==> config.mk <==
export PLATFORM = sky130hd
export DESIGN_NAME = lp_ctrl_lane_gen
export DESIGN_NICKNAME = d
export VERILOG_FILES = /design/src/rtl/lp_ctrl_lane_gen.sv
export SDC_FILE = /design/constraint.sdc
export NUM_CORES = 1
export LEC_CHECK = 0
export BUFFER_PORTS_ARGS = -buffer_cell sky130_fd_sc_hd__buf_4
export CAP_MARGIN = 5
export CORE_MARGIN = 3
export CORE_UTILIZATION = 35
export CTS_BUF_LIST = sky130_fd_sc_hd__clkbuf_4
export DETAILED_ROUTE_END_ITERATION = 7
export PLACE_DENSITY = 0.57
export SETUP_SLACK_MARGIN = 0.15
export SLEW_MARGIN = 0
export SYNTH_ARGS = -nofsm -noshare
export SYNTH_HDL_FRONTEND = slang
export SYNTH_SLANG_ARGS = --single-unit
export TNS_END_PERCENT = 50
==> constraint.sdc <==
create_clock -name TxClkEsc -period 2.6 [get_ports TxClkEsc]
set_clock_uncertainty 0.15 [all_clocks]
set_input_delay 0.78 -clock TxClkEsc [delete_from_list [all_inputs] [get_ports TxClkEsc]]
set_output_delay 0.78 -clock TxClkEsc [all_outputs]
set_load 0.03 [all_outputs]
==> src/rtl/lp_ctrl_lane_gen.sv <==
// D-PHY lane LP/HS/ULPS sequencer with a built-in per-state timer.
// LANE_MODE selects data-lane (escape ULPS entry, TxReadyHS) or clock-lane behaviour.
module lp_ctrl_lane_gen #(
  parameter int TIMER_WIDTH  = 16,
  parameter int LANE_MODE    = 0,
  parameter int T_LPX        = 2,
  parameter int T_HS_PREPARE = 1,
  parameter int T_HS_ZERO    = 4,
  parameter int T_HS_TRAIL   = 4,
  parameter int T_WAKEUP     = 20000
) (
  input  logic       TxClkEsc,
  input  logic       rst_n,
  input  logic       Enable,
  input  logic       ForceTxStopmode,
  input  logic       TxRequestHS,
  input  logic       TxUlps,
  input  logic       TxUlpsExit,
  output logic       Stopstate,
  output logic       UlpsActiveNot,
  output logic [1:0] LP_MODE_SEQ,
  output logic       HS_EN,
  output logic       HS_ZERO_EN,
  output logic       TxReadyHS,
  output logic       ULP_CG_EN,
  output logic [3:0] state_dbg
);

  typedef enum logic [3:0] {
    S_OFF       = 4'd0,
    S_STOP      = 4'd1,
    S_HS_RQST   = 4'd2,
    S_HS_PREP   = 4'd3,
    S_HS_ZERO   = 4'd4,
    S_HS_TX     = 4'd5,
    S_HS_TRAIL  = 4'd6,
    S_ULPS_RQST = 4'd7,
    S_ULPS      = 4'd8,
    S_ULPS_EXIT = 4'd9
  } state_t;

  localparam bit CLK_LANE = (LANE_MODE == 1);
  localparam logic [TIMER_WIDTH-1:0] LD_LPX   = TIMER_WIDTH'(T_LPX - 1);
  localparam logic [TIMER_WIDTH-1:0] LD_PREP  = TIMER_WIDTH'(T_HS_PREPARE - 1);
  localparam logic [TIMER_WIDTH-1:0] LD_ZERO  = TIMER_WIDTH'(T_HS_ZERO - 1);
  localparam logic [TIMER_WIDTH-1:0] LD_TRAIL = TIMER_WIDTH'(T_HS_TRAIL - 1);
  localparam logic [TIMER_WIDTH-1:0] LD_WAKE  = TIMER_WIDTH'(T_WAKEUP - 1);

  state_t                 state, state_nxt;
  logic [TIMER_WIDTH-1:0] tmr, tmr_nxt;
  logic [1:0]             ph, ph_nxt;   // escape-entry phase (data lane ULPS_RQST)
  logic                   done;

  assign done = (tmr == '0);

  // state, timer and phase registers
  always_ff @(posedge TxClkEsc or negedge rst_n) begin
    if (!rst_n) begin
      state <= S_OFF;
      tmr   <= '0;
      ph    <= 2'd0;
    end else begin
      state <= state_nxt;
      tmr   <= tmr_nxt;
      ph    <= ph_nxt;
    end
  end

  // next state; the timer is reloaded with T-1 on every entry to a timed state
  always_comb begin
    state_nxt = state;
    tmr_nxt   = done ? tmr : tmr - TIMER_WIDTH'(1);
    ph_nxt    = ph;
    if (!Enable) begin
      state_nxt = S_OFF;
      tmr_nxt   = '0;
      ph_nxt    = 2'd0;
    end else if (ForceTxStopmode && state != S_OFF) begin
      state_nxt = S_STOP;
      tmr_nxt   = '0;
      ph_nxt    = 2'd0;
    end else begin
      case (state)
        S_OFF:  state_nxt = S_STOP;
        S_STOP: begin
          if (TxRequestHS) begin
            state_nxt = S_HS_RQST;
            tmr_nxt   = LD_LPX;
          end else if (TxUlps) begin
            state_nxt = S_ULPS_RQST;
            tmr_nxt   = LD_LPX;
            ph_nxt    = 2'd0;
          end
        end
        S_HS_RQST: if (done) begin state_nxt = S_HS_PREP; tmr_nxt = LD_PREP; end
        S_HS_PREP: if (done) begin state_nxt = S_HS_ZERO; tmr_nxt = LD_ZERO; end
        S_HS_ZERO: if (done) state_nxt = S_HS_TX;
        S_HS_TX:   if (!TxRequestHS) begin state_nxt = S_HS_TRAIL; tmr_nxt = LD_TRAIL; end
        S_HS_TRAIL: if (done) state_nxt = S_STOP;
        S_ULPS_RQST: begin
          if (done) begin
            if (CLK_LANE || ph == 2'd3) begin
              state_nxt = S_ULPS;
              ph_nxt    = 2'd0;
            end else begin
              ph_nxt  = ph + 2'd1;
              tmr_nxt = LD_LPX;
            end
          end
        end
        S_ULPS:      if (TxUlpsExit) begin state_nxt = S_ULPS_EXIT; tmr_nxt = LD_WAKE; end
        S_ULPS_EXIT: if (done && !TxUlpsExit) state_nxt = S_STOP;
        default: begin
          state_nxt = S_OFF;
          tmr_nxt   = '0;
          ph_nxt    = 2'd0;
        end
      endcase
    end
  end

  // Moore output decode from the registered state
  always_comb begin
    Stopstate     = 1'b0;
    UlpsActiveNot = 1'b1;
    LP_MODE_SEQ   = 2'b00;
    HS_EN         = 1'b0;
    HS_ZERO_EN    = 1'b0;
    TxReadyHS     = 1'b0;
    ULP_CG_EN     = 1'b0;
    case (state)
      S_STOP:    begin Stopstate = 1'b1; LP_MODE_SEQ = 2'b11; end
      S_HS_RQST: LP_MODE_SEQ = 2'b01;
      S_HS_ZERO, S_HS_TRAIL: begin HS_EN = 1'b1; HS_ZERO_EN = 1'b1; end
      S_HS_TX:   begin HS_EN = 1'b1; TxReadyHS = !CLK_LANE; end
      S_ULPS_RQST: begin
        if (CLK_LANE) LP_MODE_SEQ = 2'b10;
        else case (ph)
          2'd0:    LP_MODE_SEQ = 2'b10;
          2'd2:    LP_MODE_SEQ = 2'b01;
          default: LP_MODE_SEQ = 2'b00;
        endcase
      end
      S_ULPS:      begin UlpsActiveNot = 1'b0; ULP_CG_EN = 1'b1; end
      S_ULPS_EXIT: LP_MODE_SEQ = 2'b10;
      default: ;
    endcase
  end

  assign state_dbg = state;

endmodule

==> flow_metrics.py <==
metrics = {
    "status": {
        "status": "complete, no violations",
    },
    "setup_path": {
        "crit_path_start_kind": "flip-flop",
        "cpMostUsedCell": "buf_6",
        "end_kind": "output port",
        "slowest_stage": "dfrtp_2",
        "crit_fanout": 8,
        "max_stage_delay_ns": 0.50,
        "path_cells": "buf_6 -> or2_4 -> a21boi_2 -> buf_6",
        "worst_ep_required_time_ns": 1.67,
        "critical_path_class": "flip-flop to output port",
        "arrival_ns": 1.55,
    },
    "synthesis": {
        "synthesis.area_um2": 1890,
        "syn_nets": 238,
        "yosysWarnings": 0,
        "yosysTopAreaCell": "dfrtp_1",
        "synth_edf_count": 0,
        "async_flop_share": 1.00,
        "ys_types": 63,
        "synth.area.top_cells": "dfrtp_1 (29%), nor2_1 (5.9%), ha_1 (4.6%)",
        "synth-seq-cells": 22,
        "synth_area_per_cell_um2": 8.46,
        "synth_flop_cell": "dfrtp_1",
        "synth.top_cell.area_share": 0.291,
        "yosysSeqAreaShare": 0.291,
        "syn-instance-count": 224,
    },
    "floorplanning": {
        "start_util": 0.366,
        "die_area_um2": 6330,
        "die_y_um": 79.6,
        "core_um2": 5170,
        "die_w_um": 79.6,
        "boundaryPins": 19,
        "rows": 26,
    },
    "clocking": {
        "cts.htree.levels": 1,
        "clockBufferDepth": 2,
        "clock-sinks": 22,
        "cts_hold_buf": 0,
        "tritoncts": "built",
        "cts-buffers-inserted": 3,
        "cts.clk_slew.worst_paths_ns": 0.13,
        "cts_root_buffer": "clkbuf_4",
        "clock_latency_ns": 0.31,
    },
    "placed_design": {
        "gp_congestion": 0.838,
        "hpwlAfterDp_um": 3690,
        "dp.cells": 314,
        "place_area_um2": 2170,
        "port_buffers": 18,
    },
    "drt": {
        "wl_um": 5140,
        "via_count": 1822,
        "drt-pass1-iter-count": 4,
        "avgRoutedWirePerCell_um": 15.6,
        "drc": 0,
        "ant_nets": 0,
        "drt_iter0_markers": 235,
        "via_per_inst": 5.52,
    },
    "timing": {
        "fmax_mhz": 404,
        "min_period_ns": 2.48,
        "finalSetupViolations": 0,
        "finalMaxSlewViolations": 0,
        "final.setup.tns_ns": 0,
        "max_slew_margin": 0.654,
        "hold_viol_final": 0,
        "tightest_slew_ns": 0.514,
        "grt_setup_unrepaired": "true",
        "period_share": 0.953,
    },
    "global_route": {
        "grt_max_degree": 23,
        "grt_pass1_vias": 1608,
        "antenna_found_initial": 0,
        "grt_pass1_wl_um": 8350,
        "grt_overflow": 0,
        "track_usage": 0.164,
    },
    "pwr": {
        "power_density_nw_per_um2": 1170,
        "peakVddDrop_mv": 0.562,
        "finalPower_w": 0.00280,
        "leakage_nw": 1.04,
    },
    "finish": {
        "antenna_cells": 0,
        "final_common_cell": "buf_4",
        "syn_to_final_growth_pct": 26.2,
        "drive_above_1_share": 0.308,
        "stdcell_area_um2": 2390,
        "seq_area_um2": 556,
        "most-common-layout-cells": "buf_4 (37), nor2_1 (27), dfrtp_1 (18), a21oi_1 (16), nand2_1 (15)",
        "finalNetCount": 275,
        "multi_input_area_um2": 1310,
        "fin_cells": 330,
        "fill_cells": 501,
    },
    "flow_run": {
        "drv_cap": 0,
    },
    "min_path": {
        "hold_path_class": "primary input to async pin",
    },
}
worst max-delay path, delay by kind of cell (launching register included):
family | cells | cell delay, ns
DFF | 1 | 0.50
buffers and inverters | 2 | 0.31
AOI/OAI and AO/OA | 1 | 0.18
and+or+nand+nor | 1 | 0.26
registers in the layout (all words and copies together) (netlist names):
register   count
tmr           16
state_dbg      4
ph             2
path summary, 6_finish.rpt:
check | start | to | slack (ns) | cells past startpoint
setup / recovery | state_dbg[2] | LP_MODE_SEQ[1] | 0.12 | 4
min in group TxClkEsc | ph[0] | ph[0] | 0.43 | 1
hold / removal | rst_n | tmr[13] | 0.18 | 1
max in group asynchronous | rst_n | state_dbg[3] | 1.88 | 1
hold reg to reg | ph[0] | ph[0] | 0.43 | 1
setup reg to reg | tmr[0] | ph[0] | 0.24 | 8
synthesized netlist by cell type, types with 5 or more instances:
| library cell | count |
|---|---|
| nor2_1 | 30 |
| dfrtp_1 | 22 |
| a21oi_1 | 16 |
| nand2_1 | 15 |
| nand3_1 | 10 |
| o21ai_0 | 9 |
| inv_1 | 8 |
| nand2b_1 | 8 |
| buf_2 | 7 |
| ha_1 | 7 |
| xnor2_1 | 7 |
| xor2_1 | 7 |
| nor2b_1 | 5 |
| nor3_1 | 5 |
per-layer routing:
layer,global-route usage,share of wire,vias up,wire [um]
li1,-,-,894,-
met1,0.255,0.49,849,2510
met2,0.245,0.44,77,2250
met3,0.0147,0.068,2,350
met4,0.0309,0.0064,0,33
met5,0,0,-,0
metrics by stage:
stage / utilization / hold WS (ns) / worst slack, ns
finish: 0.462 / 0.176 / 0.122
global placement: 0.420 / 0.391 / 0.231
CTS: 0.441 / 0.179 / 0.121
global route: 0.462 / 0.174 / 0.0947
floorplan: - / 0.334 / 0.00328
detailed placement: 0.420 / 0.392 / 0.197
area by class of cell:
cell class / count / area share
clock inverter: 1 / 0.0126
tap: 70 / 0.0366
clock buffer: 3 / 0.00942
timing repair buffer: 44 / 0.147
multi-input combinational: 182 / 0.550
inverter: 8 / 0.0126
sequential: 22 / 0.232
repair_timing:
action                     4_1_cts  5_1_grt
buffers inserted                 6        6
gates cloned                     0        0
resized for setup                4       17
pin swaps                        0        6
setup endpoints to repair        3        5
report_power, final:
| group | internal, W | total (W) | switching (W) |
|---|---|---|---|
| Sequential | 0.000433 | 0.000572 | 0.000139 |
| Clock | 0.000156 | 0.000266 | 0.000110 |
| Combinational | 0.000895 | 0.00196 | 0.00107 |
logic make-up after synthesis:
kind of cell | count (synthesis) | synth area share
compound gates | 57 | 0.217
simple gates | 99 | 0.305
buf+inv | 20 | 0.0482
flops | 22 | 0.291
mux | 5 | 0.0277
xor+xnor | 14 | 0.0647
fa+ha+maj | 7 | 0.0462
Note: power is estimated with default switching activity, not from simulation.
